===== src/rtl/caesar_stream_cipher.sv =====
// ============================================================================
// Module      : caesar_stream_cipher
// Description : Streaming Caesar/Vigenere letter cipher with one-deep output
//               register, programmable key slots and letter counter.
// Revision    : 1.0 - initial release
// ============================================================================
`default_nettype none

module caesar_stream_cipher #(
    parameter int KEY_DEPTH = 8,
    parameter int KI_W      = $clog2(KEY_DEPTH)
) (
    input  logic            clk,
    input  logic            rst,
    input  logic            key_we,
    input  logic [KI_W-1:0] key_addr,
    input  logic [4:0]      key_data,
    input  logic [KI_W:0]   key_len,
    input  logic            vig,
    input  logic            dec,
    input  logic            in_valid,
    output logic            in_ready,
    input  logic [7:0]      in_data,
    input  logic            in_last,
    output logic            out_valid,
    input  logic            out_ready,
    output logic [7:0]      out_data,
    output logic            out_last,
    output logic [15:0]     letter_cnt
);

    localparam logic [KI_W:0] C_DEPTH = (KI_W+1)'(KEY_DEPTH);
    localparam logic [KI_W:0] C_ONE   = (KI_W+1)'(1);

    logic [4:0]      r_key [KEY_DEPTH];
    logic [KI_W-1:0] r_kp;
    logic            r_out_valid;
    logic [7:0]      r_out_data;
    logic            r_out_last;
    logic [15:0]     r_cnt;

    logic            w_xfer;
    logic            w_upper;
    logic            w_lower;
    logic            w_letter;
    logic [7:0]      w_base;
    logic [4:0]      w_slot;
    logic [4:0]      w_k;
    logic [7:0]      w_off_full;
    logic [5:0]      w_off;
    logic [5:0]      w_sum;
    logic [5:0]      w_mod;
    logic [7:0]      w_char;
    logic [KI_W:0]   w_len;
    logic            w_wrap;
    logic [KI_W-1:0] w_kp_next;

    assign in_ready = !r_out_valid || out_ready;
    assign w_xfer   = in_valid && in_ready;

    assign w_upper  = (in_data >= 8'd65) && (in_data <= 8'd90);
    assign w_lower  = (in_data >= 8'd97) && (in_data <= 8'd122);
    assign w_letter = w_upper || w_lower;
    assign w_base   = w_upper ? 8'd65 : 8'd97;

    // Stored shifts 26..31 alias onto 0..5.
    assign w_slot   = vig ? r_key[r_kp] : r_key[0];
    assign w_k      = (w_slot >= 5'd26) ? (w_slot - 5'd26) : w_slot;

    assign w_off_full = in_data - w_base;
    assign w_off      = w_off_full[5:0];
    assign w_sum      = dec ? (w_off + 6'd26 - {1'b0, w_k}) : (w_off + {1'b0, w_k});
    assign w_mod      = (w_sum >= 6'd26) ? (w_sum - 6'd26) : w_sum;
    assign w_char     = w_letter ? (w_base + {2'b00, w_mod}) : in_data;

    assign w_len     = (key_len == '0)     ? C_ONE   :
                       (key_len > C_DEPTH) ? C_DEPTH : key_len;
    assign w_wrap    = ({1'b0, r_kp} == (w_len - C_ONE));
    assign w_kp_next = w_wrap ? '0 : (r_kp + KI_W'(1));

    always_ff @(posedge clk) begin
        if (rst) begin
            for (int i = 0; i < KEY_DEPTH; i++) begin
                r_key[i] <= '0;
            end
        end else if (key_we) begin
            r_key[key_addr] <= key_data;
        end
    end

    always_ff @(posedge clk) begin
        if (rst) begin
            r_kp        <= '0;
            r_out_valid <= 1'b0;
            r_out_data  <= 8'h00;
            r_out_last  <= 1'b0;
            r_cnt       <= 16'h0000;
        end else begin
            if (w_xfer) begin
                r_out_valid <= 1'b1;
                r_out_data  <= w_char;
                r_out_last  <= in_last;
                // Caesar mode and end-of-message both park the pointer on slot 0.
                if (in_last || !vig) begin
                    r_kp <= '0;
                end else if (w_letter) begin
                    r_kp <= w_kp_next;
                end
                if (w_letter && (r_cnt != 16'hFFFF)) begin
                    r_cnt <= r_cnt + 16'd1;
                end
            end else if (out_ready) begin
                r_out_valid <= 1'b0;
            end
        end
    end

    assign out_valid  = r_out_valid;
    assign out_data   = r_out_data;
    assign out_last   = r_out_last;
    assign letter_cnt = r_cnt;

endmodule

`default_nettype wire


===== config.mk =====
export PLATFORM = sky130hd
export DESIGN_NAME = caesar_stream_cipher
export DESIGN_NICKNAME = d
export VERILOG_FILES = /design/src/rtl/caesar_stream_cipher.sv
export SDC_FILE = /design/constraint.sdc
export NUM_CORES = 1
export LEC_CHECK = 0
export BUFFER_PORTS_ARGS = -buffer_cell sky130_fd_sc_hd__buf_4
export CAP_MARGIN = 20
export CORE_MARGIN = 1.5
export CORE_UTILIZATION = 40
export DETAILED_ROUTE_END_ITERATION = 10
export MAX_ROUTING_LAYER = met4
export PLACE_DENSITY = 0.57
export SKIP_CTS_REPAIR_TIMING = 1
export SYNTH_ARGS = -nofsm -noshare
export SYNTH_HDL_FRONTEND = slang
export SYNTH_SLANG_ARGS = --single-unit

===== constraint.sdc =====
create_clock -name clk -period 15.6 [get_ports clk]
set_input_delay 0.78 -clock clk [delete_from_list [all_inputs] [get_ports clk]]
set_output_delay 0.78 -clock clk [all_outputs]
set_load 0.05 [all_outputs]

==> flow_summary.yaml <==
sta:
  finalWorstSetupSlack_ps: 9250
  fin_crit_sh_pct: 40.7
  timing.hold.ws_ps: 457
  final.setup.tns_ps: 0
  finalSetupViolations: 0
  hold_viol: 0
  rsz0062_at_grt: "false"
  max_freq_mhz: 157
  maxSlewHeadroom_pct: 37.6
  drv_slew: 0
  fin_crit_ps: 6350
  clock_skew_ps: 10.7
  tightest_slew_ps: 929
worst_setup_path:
  r2r-end: "out_data[4]$_SDFFE_PP0P_"
  crit_path_end_kind: "register"
  path_max_fanout: 13
  cp.required_ps: 15890
  worstPathCellList: "mux4_2 -> mux2i_1 -> nand2_1 -> o21ai_0 -> nand2_1 -> a211oi_1 -> xnor2_1 -> ha_1 -> ha_1 -> fa_1 -> nand2_1 -> o21ai_1 -> xnor2_1 -> a211oi_1 -> xnor2_1 -> and2_1 -> xor2_1 -> ha_1 -> nand2_1 -> mux2_4 -> o32ai_2 -> nand3b_1 -> a41oi_2"
  path_common_cell: "nand2_1"
  worstPathArrival_ps: 6640
  startpoint_type: "register"
  rrSetupSlack_ps: 9250
  slowest_stage: "xnor2_1"
  endpoint: "out_data[4]$_SDFFE_PP0P_"
  crit_type: "register to register"
  slowest_delay_ps: 760
  reg2reg_depth: 23
floorplanning:
  rows: 38
  dieHeight_um: 108
  io_pins: 55
  die_w_um: 108
  die-area_sq_um: 11600
  coreArea_sq_um: 10700
  initial_core_util_pct: 40.8
detailed_routing:
  wl_met1_mm: 4.50
  routed_wirelength_mm: 10.1
  post_drt_wl_per_cell_um: 15.8
  num_vias: 3265
  wl_met3_um: 311
  vias_per_cell: 5.14
  wl_met2_mm: 5.11
  first_pass_iters: 4
  drt_iter0_markers: 178
  ant_nets: 0
  drc: 0
  dr.max_layer_used: "met4"
power:
  finalPower_mw: 0.569
  p_clk_share_pct: 28.6
  power.internal_mw: 0.379
  p_sw_mw: 0.190
  p_leak_nw: 2.02
  power_density_nw_per_um2: 111
  max-vdd-ir-drop_uv: 70.4
  swShare_pct: 33.4
  power_frac_comb_pct: 33.6
  p_seq_share_pct: 37.7
yosys:
  ys_warn_count: 0
  ys_top_cells_by_count: "nor2_1 (44), and2_1 (43), edfxtp_1 (40)"
  synth_area_per_cell_sq_um: 10.0
  yosysTopAreaCellShare_pct: 27.4
  synth_largest_area_cell: "edfxtp_1"
  synthTopCellsByArea: "edfxtp_1 (27%), dfxtp_1 (15%), ha_1 (6.8%), and2_1 (6.1%), mux4_2 (5.1%)"
  ys.flop_type: "edfxtp_1"
  synthArstFlopShare_pct: 0
  ys_seq_area_share_pct: 42.0
  syn_inst: 439
  synth_area_sq_um: 4390
  synth.distinct_cells: 52
  ys_ff_latch: 72
  syn_nets: 493
  synth_most_common_cell: "nor2_1"
  synth_edf_count: 40
cts:
  cts_tree: "yes"
  clk_path_buf_depth: 2
  cts_root_buf: "clkbuf_8"
  htree_levels: 3
  cts.sinks: 72
  cts_made_buffers: 9
  clk_latency_ps: 360
  clkTransAtPathRegs_ps: 80
place:
  gp_congestion: 0.807
  dpl.hpwl_mm: 7.57
  dpl_cell_area_sq_um: 4910
  dp_slack_ps: 9230
  port_buffers: 54
global_route:
  antenna_found_initial: 1
  grt_pass1_vias: 3283
  grt_first_pass_wirelength_mm: 16.1
  gr-total-overflow: 0
  grt_max_degree: 31
  grt_usage_pct: 18.8
outcome:
  status: "finished clean"
finish:
  syn_to_final_growth_pct: 16.8
  num_antenna_cells: 0
  final_cell_area_sq_um: 5130
  nNetsFinal: 544
  drive_above_1_share_pct: 18.8
run:
  cap_violations: 0
worst_hold_path:
  hold_path_class: "register to register"
==> placed cells by master, fill, tap and decap left out, types with 4 or more instances in the layout <==
master and count:
ha_1 24, a211oi_1 6, a21oi_1 19, mux4_2 10, nand2_1 31, nand3_1 7, o21ai_0 26, and3_1 4
a31oi_1 6, nand2b_1 9, mux2i_1 13, and2_1 43, dfxtp_1 32, buf_4 56, nor2b_1 4, nand3b_1 6
xor2_1 21, nor3_1 6, or2_2 4, xnor2_1 12, edfxtp_1 40, nor2_1 44, nand4_1 5, inv_1 16
clkbuf_8 9
==> state kept, by name, summed over array words and instances, names as in the netlist, named ones only <==
signal / count
r_key: 40
letter_cnt: 16
out_data: 8
r_kp: 3
out_last: 1
out_valid: 1
==> power groups by stage <==
stage,combinational [mW],sequential [mW],clock [mW]
detailed placement,0.191,0.219,0
floorplan,0.139,0.228,0
CTS,0.192,0.215,0.166
global placement,0.188,0.219,0
finish,0.191,0.215,0.163
global route,0.212,0.216,0.173
==> cell families (layout without fill, tap and decap cells) <==
group / count (synthesis) / in the layout / share of synthesized area (%)
XOR/XNOR: 33 / 33 / 6.59
flip-flops: 72 / 72 / 42.0
AND/OR/NAND/NOR: 173 / 173 / 20.4
AO/OA/AOI/OAI: 78 / 78 / 11.6
multiplexers: 25 / 25 / 8.69
buffers and inverters: 32 / 88 / 2.99
adder cells (fa/ha/maj): 26 / 26 / 7.75
==> per-stage QoR <==
stage               instances  utilization [%]
floorplan                 439                -
global placement          619             45.7
detailed placement        619             45.7
CTS                       635             47.7
global route              635             47.7
finish                    635             47.7
==> routing by layer <==
layer	GRT usage [%]	vias to the layer above
li1	-	1658
met1	21.9	1549
met2	32.5	45
met3	3.63	13
met4	6.30	0
met5	-	-
==> area by class of cell <==
cell class	count	area [sq um]
Fill cell	1041	5620
Multi-Input combinational cell	335	2420
Sequential cell	72	1840
Timing Repair Buffer	56	420
Tap cell	140	175
Clock buffer	10	128
Clock inverter	6	85.1
Inverter	16	60.1
==> worst min path at each step <==
stage                             startpoint                  endpoint  slack [ps]  cells after the start
detailed placement  out_data[0]$_SDFFE_PP0P_  out_data[0]$_SDFFE_PP0P_         450                      2
global placement    out_data[0]$_SDFFE_PP0P_  out_data[0]$_SDFFE_PP0P_         450                      2
global route        out_data[0]$_SDFFE_PP0P_  out_data[0]$_SDFFE_PP0P_         480                      2
floorplan               r_kp[2]$_SDFFE_PP0P_                  register         480                      2
CTS                 out_data[0]$_SDFFE_PP0P_  out_data[0]$_SDFFE_PP0P_         460                      2
finish              out_data[0]$_SDFFE_PP0P_  out_data[0]$_SDFFE_PP0P_         460                      2
==> critical path: cells and delay by family (launching register included) <==
family | cells | cell delay [ps]
flip-flops | 1 | 710
XOR/XNOR | 4 | 1340
multiplexers | 3 | 1000
adder cells (fa/ha/maj) | 4 | 1190
AND/OR/NAND/NOR | 6 | 910
AO/OA/AOI/OAI | 6 | 1150
Note: power is estimated with default switching activity, not from simulation.
